===== src/rtl/adaptive_filter_out_buf.sv =====
`timescale 1ns/1ps
`default_nettype none
// +------------------------------------------------------------------------------+
// | adaptive_filter_out_buf: settle-discard gate plus FWFT FIFO for filter output |
// | Optional macro ADAPTIVE_OUT_DROP_CNT_EN adds the drop_cnt port.  Rev 1.0       |
// +------------------------------------------------------------------------------+
module adaptive_filter_out_buf #(
    parameter int DATA_WIDTH     = 14,
    parameter int DEPTH          = 16,
    parameter int SETTLE_SAMPLES = 8
) (
    input  logic                    clk,
    input  logic                    arst_n,
    input  logic                    ctrl,
    input  logic                    s_tvalid,
    input  logic [DATA_WIDTH-1:0]   s_tdata,
    output logic                    m_tvalid,
    input  logic                    m_tready,
    output logic [DATA_WIDTH-1:0]   m_tdata,
    output logic                    m_tuser,
    output logic [$clog2(DEPTH):0]  fifo_level,
    output logic                    settling,
    output logic                    overflow,
    input  logic                    ovf_clr
`ifdef ADAPTIVE_OUT_DROP_CNT_EN
    ,
    output logic [15:0]             drop_cnt
`endif
);

    localparam int AW = $clog2(DEPTH);
    localparam int CW = $clog2(SETTLE_SAMPLES + 1);
    localparam logic [CW-1:0] SETTLE_LOAD = CW'(SETTLE_SAMPLES);
    localparam logic [CW-1:0] CNT_ONE     = CW'(1);
    localparam logic [AW:0]   FULL_LEVEL  = (AW+1)'(DEPTH);

    typedef enum logic [0:0] {
        SETTLE = 1'b0,
        RUN    = 1'b1
    } state_t;

    state_t                  state;
    logic [CW-1:0]           discard_cnt;
    logic                    ctrl_q;
    logic [DATA_WIDTH:0]     mem [DEPTH];
    logic [AW-1:0]           wr_ptr;
    logic [AW-1:0]           rd_ptr;
    logic [AW:0]             level;

    logic mode_change;
    logic discarding;
    logic wr_req;
    logic full;
    logic rd;
    logic wr;
    logic drop;

    // The sample arriving with the mode change is the first of the discarded ones.
    assign mode_change = (ctrl != ctrl_q);
    assign discarding  = mode_change || ((state == SETTLE) && (discard_cnt != '0));
    assign wr_req      = s_tvalid && !discarding;
    assign full        = (level == FULL_LEVEL);
    assign rd          = m_tvalid && m_tready;
    assign wr          = wr_req && (!full || rd);
    assign drop        = wr_req && full && !rd;

    always_ff @(posedge clk or negedge arst_n) begin
        if (!arst_n) begin
            state       <= SETTLE;
            discard_cnt <= SETTLE_LOAD;
            ctrl_q      <= 1'b0;
        end else begin
            ctrl_q <= ctrl;
            if (mode_change) begin
                state       <= SETTLE;
                discard_cnt <= s_tvalid ? (SETTLE_LOAD - CNT_ONE) : SETTLE_LOAD;
            end else if (state == SETTLE) begin
                if (discard_cnt == '0) begin
                    state <= RUN;
                end else if (s_tvalid) begin
                    discard_cnt <= discard_cnt - CNT_ONE;
                    if (discard_cnt == CNT_ONE) begin
                        state <= RUN;
                    end
                end
            end
        end
    end

    // Storage is not reset; the read port is masked while the FIFO is empty.
    always_ff @(posedge clk) begin
        if (wr) begin
            mem[wr_ptr] <= {ctrl_q, s_tdata};
        end
    end

    always_ff @(posedge clk or negedge arst_n) begin
        if (!arst_n) begin
            wr_ptr <= '0;
            rd_ptr <= '0;
            level  <= '0;
        end else begin
            if (wr) begin
                wr_ptr <= wr_ptr + 1'b1;
            end
            if (rd) begin
                rd_ptr <= rd_ptr + 1'b1;
            end
            case ({wr, rd})
                2'b10:   level <= level + 1'b1;
                2'b01:   level <= level - 1'b1;
                default: level <= level;
            endcase
        end
    end

    always_ff @(posedge clk or negedge arst_n) begin
        if (!arst_n) begin
            overflow <= 1'b0;
        end else if (drop) begin
            overflow <= 1'b1;
        end else if (ovf_clr) begin
            overflow <= 1'b0;
        end
    end

`ifdef ADAPTIVE_OUT_DROP_CNT_EN
    always_ff @(posedge clk or negedge arst_n) begin
        if (!arst_n) begin
            drop_cnt <= '0;
        end else if (drop) begin
            if (ovf_clr) begin
                drop_cnt <= 16'd1;
            end else if (drop_cnt != 16'hFFFF) begin
                drop_cnt <= drop_cnt + 16'd1;
            end
        end else if (ovf_clr) begin
            drop_cnt <= '0;
        end
    end
`endif

    assign m_tvalid            = (level != '0);
    assign {m_tuser, m_tdata}  = m_tvalid ? mem[rd_ptr] : '0;
    assign fifo_level          = level;
    assign settling            = (state == SETTLE);

endmodule
`default_nettype wire


===== config.mk =====
export PLATFORM = sky130hd
export DESIGN_NAME = adaptive_filter_out_buf
export DESIGN_NICKNAME = d
export VERILOG_FILES = /design/src/rtl/adaptive_filter_out_buf.sv
export SDC_FILE = /design/constraint.sdc
export NUM_CORES = 1
export LEC_CHECK = 0
export BUFFER_PORTS_ARGS = -buffer_cell sky130_fd_sc_hd__buf_2
export CAP_MARGIN = 0
export CORE_ASPECT_RATIO = 1.4
export CORE_MARGIN = 1.5
export CORE_UTILIZATION = 64
export CTS_CLUSTER_SIZE = 16
export DETAILED_ROUTE_END_ITERATION = 8
export PLACE_DENSITY = 0.82
export SLEW_MARGIN = 20
export SYNTH_ARGS = -nofsm -noshare
export SYNTH_HDL_FRONTEND = slang
export SYNTH_SLANG_ARGS = --single-unit

===== constraint.sdc =====
create_clock -name clk -period 4.85 [get_ports clk]
set_clock_uncertainty 0.1 [all_clocks]
set_input_delay 0.485 -clock clk [delete_from_list [all_inputs] [get_ports clk]]
set_output_delay 0.485 -clock clk [all_outputs]
set_load 0.01 [all_outputs]

Word level (Yosys, flattened, before mapping)
Memories as Yosys holds them, arrays and structs flattened.
Index checks and enable logic that the tools add are counted.
W data, S select, Z words.
Operators by class
  $add $sub $neg: 5
  mux-type cells: 16
  equality and inequality tests: 7
  reduce and logical (&&, ||, !) cells: 18
  multipliers: 0
  bitwise operators: 1
  order comparisons: 0
  shifts and indexed selects: 0
  div/mod/pow operators: 0
Operators by type and width (number)
  $mux W4: 5
  $mux W15: 1
  $pmux W5 S2: 1
  $mux W1: 9
  $add A4 B1 Y4 const B: 2
  $logic_and A1 B1 Y1: 6
  $reduce_bool A2 Y1: 3
  $add A5 B1 Y5 const B: 1
  $eq A5 B5 Y1 const B: 1
  $reduce_bool A5 Y1: 1
  $sub A5 B1 Y5 const B: 1
  $eq A4 B1 Y1 const B: 1
  $logic_not A4 Y1: 1
  $reduce_bool A4 Y1: 1
  $sub A4 B1 Y4 const B: 1
  $logic_not A1 Y1: 3
  $reduce_and A3 Y1: 1
  $eq A2 B1 Y1 const B: 1
  $eq A2 B2 Y1 const B: 1
  $logic_or A1 B1 Y1: 2
  $ne A2 B1 Y1 const B: 1
  $ne A2 B2 Y1 const B: 1
  $ne A1 B1 Y1: 1
  $not A1 Y1: 1
Word-level totals
  input port bits: 20
  memory bits (read-only): 0
  memories: 1
  register bits after elaboration: 20
  memory bits (writable): 240
  output and inout port bits: 23
  bits in latches: 0
Memories
  mem: depth 16, bits a word 15, rd ports 1, clocked after Yosys merged registers in 0, wr ports 1, line 45  | logic [DATA_WIDTH:0] mem [DEPTH];

Longest topological paths before layout
  depth in word-level cells: 8
  gate-level depth with buffers: 12

Worst setup path after synthesis
OpenSTA, ideal clock, no wires.
  path kind: register to register
  start point: register discard_cnt[0]
  end point: register level[4] (netlist: fifo_level[4])
  path slack: 1.891 ns
  data required time: 4.624 ns
  data arrival time: 2.732 ns
  stages on the path, launching flop included: 12
  buffers on the path: 0
  clock period less this slack: 2.959 ns
  setup time: 0.126 ns
  cell sequence: dfrtp_1 inv_1 ha_1 nor3b_1 o211ai_2 and3_4 inv_2 fa_1 nand2b_1 o2bb2ai_1 or3_1 a311o_1
Between the ends
  cells in the longest elaborated chain, start to end: 8
  elaborated cells on any way between the ends: 10
  classes of those cells: 2 x eq/ne; 1 x mux; 7 x reduce/logical
Ends and longest elaborated chain
  start, declared: line 43  | logic [CW-1:0] discard_cnt;
  start signal, assigned: line 76  | discard_cnt <= s_tvalid ? (SETTLE_LOAD - CNT_ONE) : SETTLE_LOAD;
  start signal, assigned: line 81  | discard_cnt <= discard_cnt - CNT_ONE;
  $reduce_bool A4 Y1 *: line 60  | assign discarding = mode_change || ((state == SETTLE) && (discard_cnt != '0));
  $logic_and A1 B1 Y1 *: line 60
  $logic_or A1 B1 Y1 *: line 60
  $logic_not A1 Y1 *: line 61  | assign wr_req = s_tvalid && !discarding;
  $logic_and A1 B1 Y1 *: line 61
  $logic_and A1 B1 Y1 *: line 64  | assign wr = wr_req && (!full || rd);
  $eq A2 B1 Y1 or $eq A2 B2 Y1 (tied branches): line 109  | case ({wr, rd})
  $pmux W5 S2 or $reduce_bool A2 Y1 (tied branches)
  end signal, assigned: line 110  | 2'b10: level <= level + 1'b1;
  end signal, assigned: line 111  | 2'b01: level <= level - 1'b1;
  end signal, assigned: line 112  | default: level <= level;
  end, declared: line 48  | logic [AW:0] level;
Mark *: on every way between the ends. The rest lies on a longest branch, timed or not.
A chain may end at the register's enable or synchronous reset.

Worst setup path after layout
  start point: register rd_ptr[1]
  end point: output m_tdata[0]
Between the ends
  cells in the longest elaborated chain, start to end: 2
Ends and longest elaborated chain
  start, declared: line 47  | logic [AW-1:0] rd_ptr;
  start signal, assigned: line 107  | rd_ptr <= rd_ptr + 1'b1;
  $mem_v2 Z16 W15
  $mux W15: line 144  | assign {m_tuser, m_tdata} = m_tvalid ? mem[rd_ptr] : '0;
  end, declared: line 19  | output logic [DATA_WIDTH-1:0] m_tdata,
No other way between the ends.

==> results list <==
- The run finished with clean final reports.
- STA classifies the critical path startpoint as a register.
- Setup ws final: 1.20 ns
* Worst path cell trace: buf_4 -> mux4_2 -> mux2i_1 -> o22ai_1 -> buf_2
- The initial antenna violation count was 0.
- Area of the multi-input gates: 2490 sq um
- Warning count from the yosys run: 0
* Synth Instances: 498
- Max-capacitance violation count: 0
* Number of primary I/O pins: 43
* Clock network latency to the later pin of the worst-skew pair: 0.50 ns
- Reg2reg start: ctrl_q
- DRT Wirelength: 21300 um
- TritonCTS built the clock tree.
- Sum of net half-perimeters after detailed placement: 12200 um
* Slew @ Worst Pin: 1.15 ns
- Hold path startpoint: ctrl
* Post-synth top flop: edfxtp_1
- The routed design uses 10900 um of met2 wire.
- Top library cells by usage in the layout, fill and taps aside: 240 x edfxtp_1, 60 x mux4_2, 42 x buf_2, 31 x mux2i_1, 23 x clkbuf_16
- The floorplan has 54 rows.
- Met1 wire length: 8140 um
* Min-Delay Endpoint: ctrl_q
- Met3 wire length: 1420 um
* Largest net degree at the start of global routing: 45
- Fraction of layout instances using a drive strength above 1: 26.5%
* Filler cell count: 897
- Count of pins over their slew limit: 0
- Startpoint of the worst setup timing path: rd_ptr[1]
- Fmax: 274 MHz
* Residual overflow from global routing: 0
- Net count of the finished layout: 581
* Sequential-to-total area share from yosys stat: 74.5%
- At the worst endpoint, the arrival time is 3.06 ns.
- Maximum buffer depth of the clock tree: 3
- #FFs+latches synth: 260
- The floorplan step defined a core boundary enclosing 15700 sq um.
* Reported leakage power: 0.00386 uW
- Buffers on Ports: 42
* Total power consumption of the routed design: 6240 uW
- In this run the horizontal extent of the chip is 110 um.
* Fraction of registers with async set or reset after synthesis: 7.69%
- Setup_tns: 0 ns
- Together, buffers and inverters on the worst path number 2.
- Crit path kind: register to output pin
- Area delta synth->final: 10.8%
- Average footprint of a synthesized cell: 20.8 sq um
- Count of cells resized by post-cts repair: 0
- Global routing used 26.1% of the available tracks.
* Min Tclk post-route: 3.65 ns
- The number of cells on the worst reg-to-reg path is 5.
- Largest stage delay, worst path: 0.96 ns
* Cell with the largest stage delay on the worst path: dfrtp_2
- Kind of cell adding the most delay to the critical path: flip-flops
* Routed wire length per instance: 28.0 um
- Counting instances, the worst hold path has a depth of 1.
- After clock tree synthesis, the clock-pin slew on the worst setup and hold paths is 0.06 ns.
* Fin. Hold Viols: 0
- The repair_antennas step left the layout with diodes totalling 0.
- Measured against its own limit, the worst slew margin works out to 23.3%.
- Worst setup slack after placement: 1.64 ns
* Die boundary height: 153 um
- After synthesis, the netlist uses 48 different library cells.
- Uppermost routed layer: met4
- Length of the first detailed-routing pass in iterations: 4
* Buffer type at the clock tree root: clkbuf_16
- Unrepaired setup endpoints after global routing: false
- The first global-routing pass estimated 32300 um of wire.
* Worst EP required: 4.26 ns
- Combined area of all synthesized cells: 10400 sq um
* Sequential cell area: 7710 sq um
* Critical path peak fanout: 38
- Sinks on the clock net: 260
* Initial Util: 66.0%
- In the routed layout, each cell is associated on average with a via count of 6.58.
- Power per Cell Area: 544 nW/um^2
- Hold Path Class: primary input to register
- Of the available clock period, the critical path in the final layout requires 75.2%.
- Setup violations remaining at the end of the flow were counted as 0.
- In this run the register-to-register setup slack is 1.59 ns.
- Maximum resistive drop on vdd: 0.000389 V
- Via count of the routed design: 5014
* H-tree Lvls: 1
- Endpoint kind of the worst setup timing path: output pin
* Inserted Clock Buffers: 23
* Number of nets still failing antenna checks after routing: 0
* Endpoint of the most critical register-to-register path: mem[2][4]
- The die covers 17000 sq um.
- For this block, the initial DRC count from the detailed router was 458.
- Synthesis produced a netlist with a net count of 529.
- Leading cell type in the layout, fill and taps excluded: edfxtp_1
- For this run, design rule violations remaining after detail routing come to 0.
* Via count of the first global-routing pass: 5284
- At the end of routability-driven placement, the weighted congestion stood at 0.771.
- Number of synthesized flops with an enable pin: 240
==> state kept, by name, indices dropped and copies added, names as in the netlist <==
| name | flops |
|---|---|
| mem | 240 |
| state | 1 |
| fifo_level | 5 |
| discard_cnt | 4 |
| overflow | 1 |
| ctrl_q | 1 |
| rd_ptr | 4 |
| wr_ptr | 4 |
==> repair_timing <==
item / in CTS / in global routing
endpoints found under the hold margin: 19 / 0
setup buffers: 0 / 0
hold buffers: 1 / 0
==> through the flow <==
| stage | utilization (%) | hold slack (ns) | area [sq um] | std cells |
|---|---|---|---|---|
| after global routing | 73.2 | 0.0341 | 11500 | 762 |
| after global placement | 68.7 | 0.351 | 10800 | 720 |
| final | 73.2 | 0.0468 | 11500 | 762 |
| after floorplan | - | 0.0894 | 10400 | 498 |
| after CTS | 73.2 | 0.0333 | 11500 | 762 |
| after detailed placement | 68.7 | 0.366 | 10800 | 720 |
==> metal layers <==
metal	vias up	GRT usage [%]
met4	0	11.4
met5	-	0
met3	52	4.08
li1	2141	-
met1	2582	34.8
met2	239	43.4
==> Yosys cell counts (2+ instances only) <==
library cell	n	area share [%]
edfxtp_1	240	70
mux4_2	60	13
mux2i_1	31	3.0
dfrtp_1	19	4.6
o22ai_1	16	0.97
and2_1	13	0.79
clkbuf_1	12	0.44
inv_1	12	0.44
ha_1	10	1.2
buf_2	9	0.44
xnor2_1	9	0.76
nor2_1	8	0.29
a21oi_1	5	0.24
nand2_1	5	0.18
a21o_1	3	0.22
mux2_1	3	0.33
nand2b_1	3	0.18
nand3_1	3	0.14
nand4_1	3	0.18
o21ai_0	3	0.14
a22o_1	2	0.17
nor3b_1	2	0.14
xor2_1	2	0.17
==> worst max path at each step <==
| stage | to | slack [ns] | cells past startpoint |
|---|---|---|---|
| final | m_tdata[0] | 1.20 | 5 |
| after CTS | m_tdata[8] | 1.21 | 5 |
| after global placement | fifo_level[4] | 1.75 | 11 |
| after floorplan | fifo_level[4] | 1.89 | 11 |
| after global routing | m_tdata[8] | 1.06 | 5 |
| after detailed placement | fifo_level[4] | 1.64 | 11 |
==> area by class of cell <==
cell class | count | area share [%]
clock inverter | 2 | 0.305
tap | 196 | 2.14
inverter | 13 | 0.425
clock buffer | 39 | 5.80
sequential | 260 | 67.2
multi-input combinational | 202 | 21.7
timing repair buffer | 50 | 2.38
==> cells by family (layout without fill, tap and decap cells) <==
| family | count (synthesis) | after routing | synth area share [%] |
|---|---|---|---|
| DFF | 260 | 260 | 74.5 |
| muxes | 94 | 94 | 16.4 |
| and+or+nand+nor | 50 | 50 | 3.01 |
| AOI/OAI and AO/OA | 36 | 36 | 2.33 |
| buffers and inverters | 36 | 104 | 1.49 |
| adders and majority gates | 11 | 11 | 1.40 |
| xor gates and xnor gates | 11 | 11 | 0.931 |
==> report_power, final <==
group | total (uW) | switching [uW] | internal, uW
registers | 2880 | 332 | 2550
clock network | 1720 | 736 | 983
logic | 1640 | 764 | 876
Power figures use the tool's default switching activity.
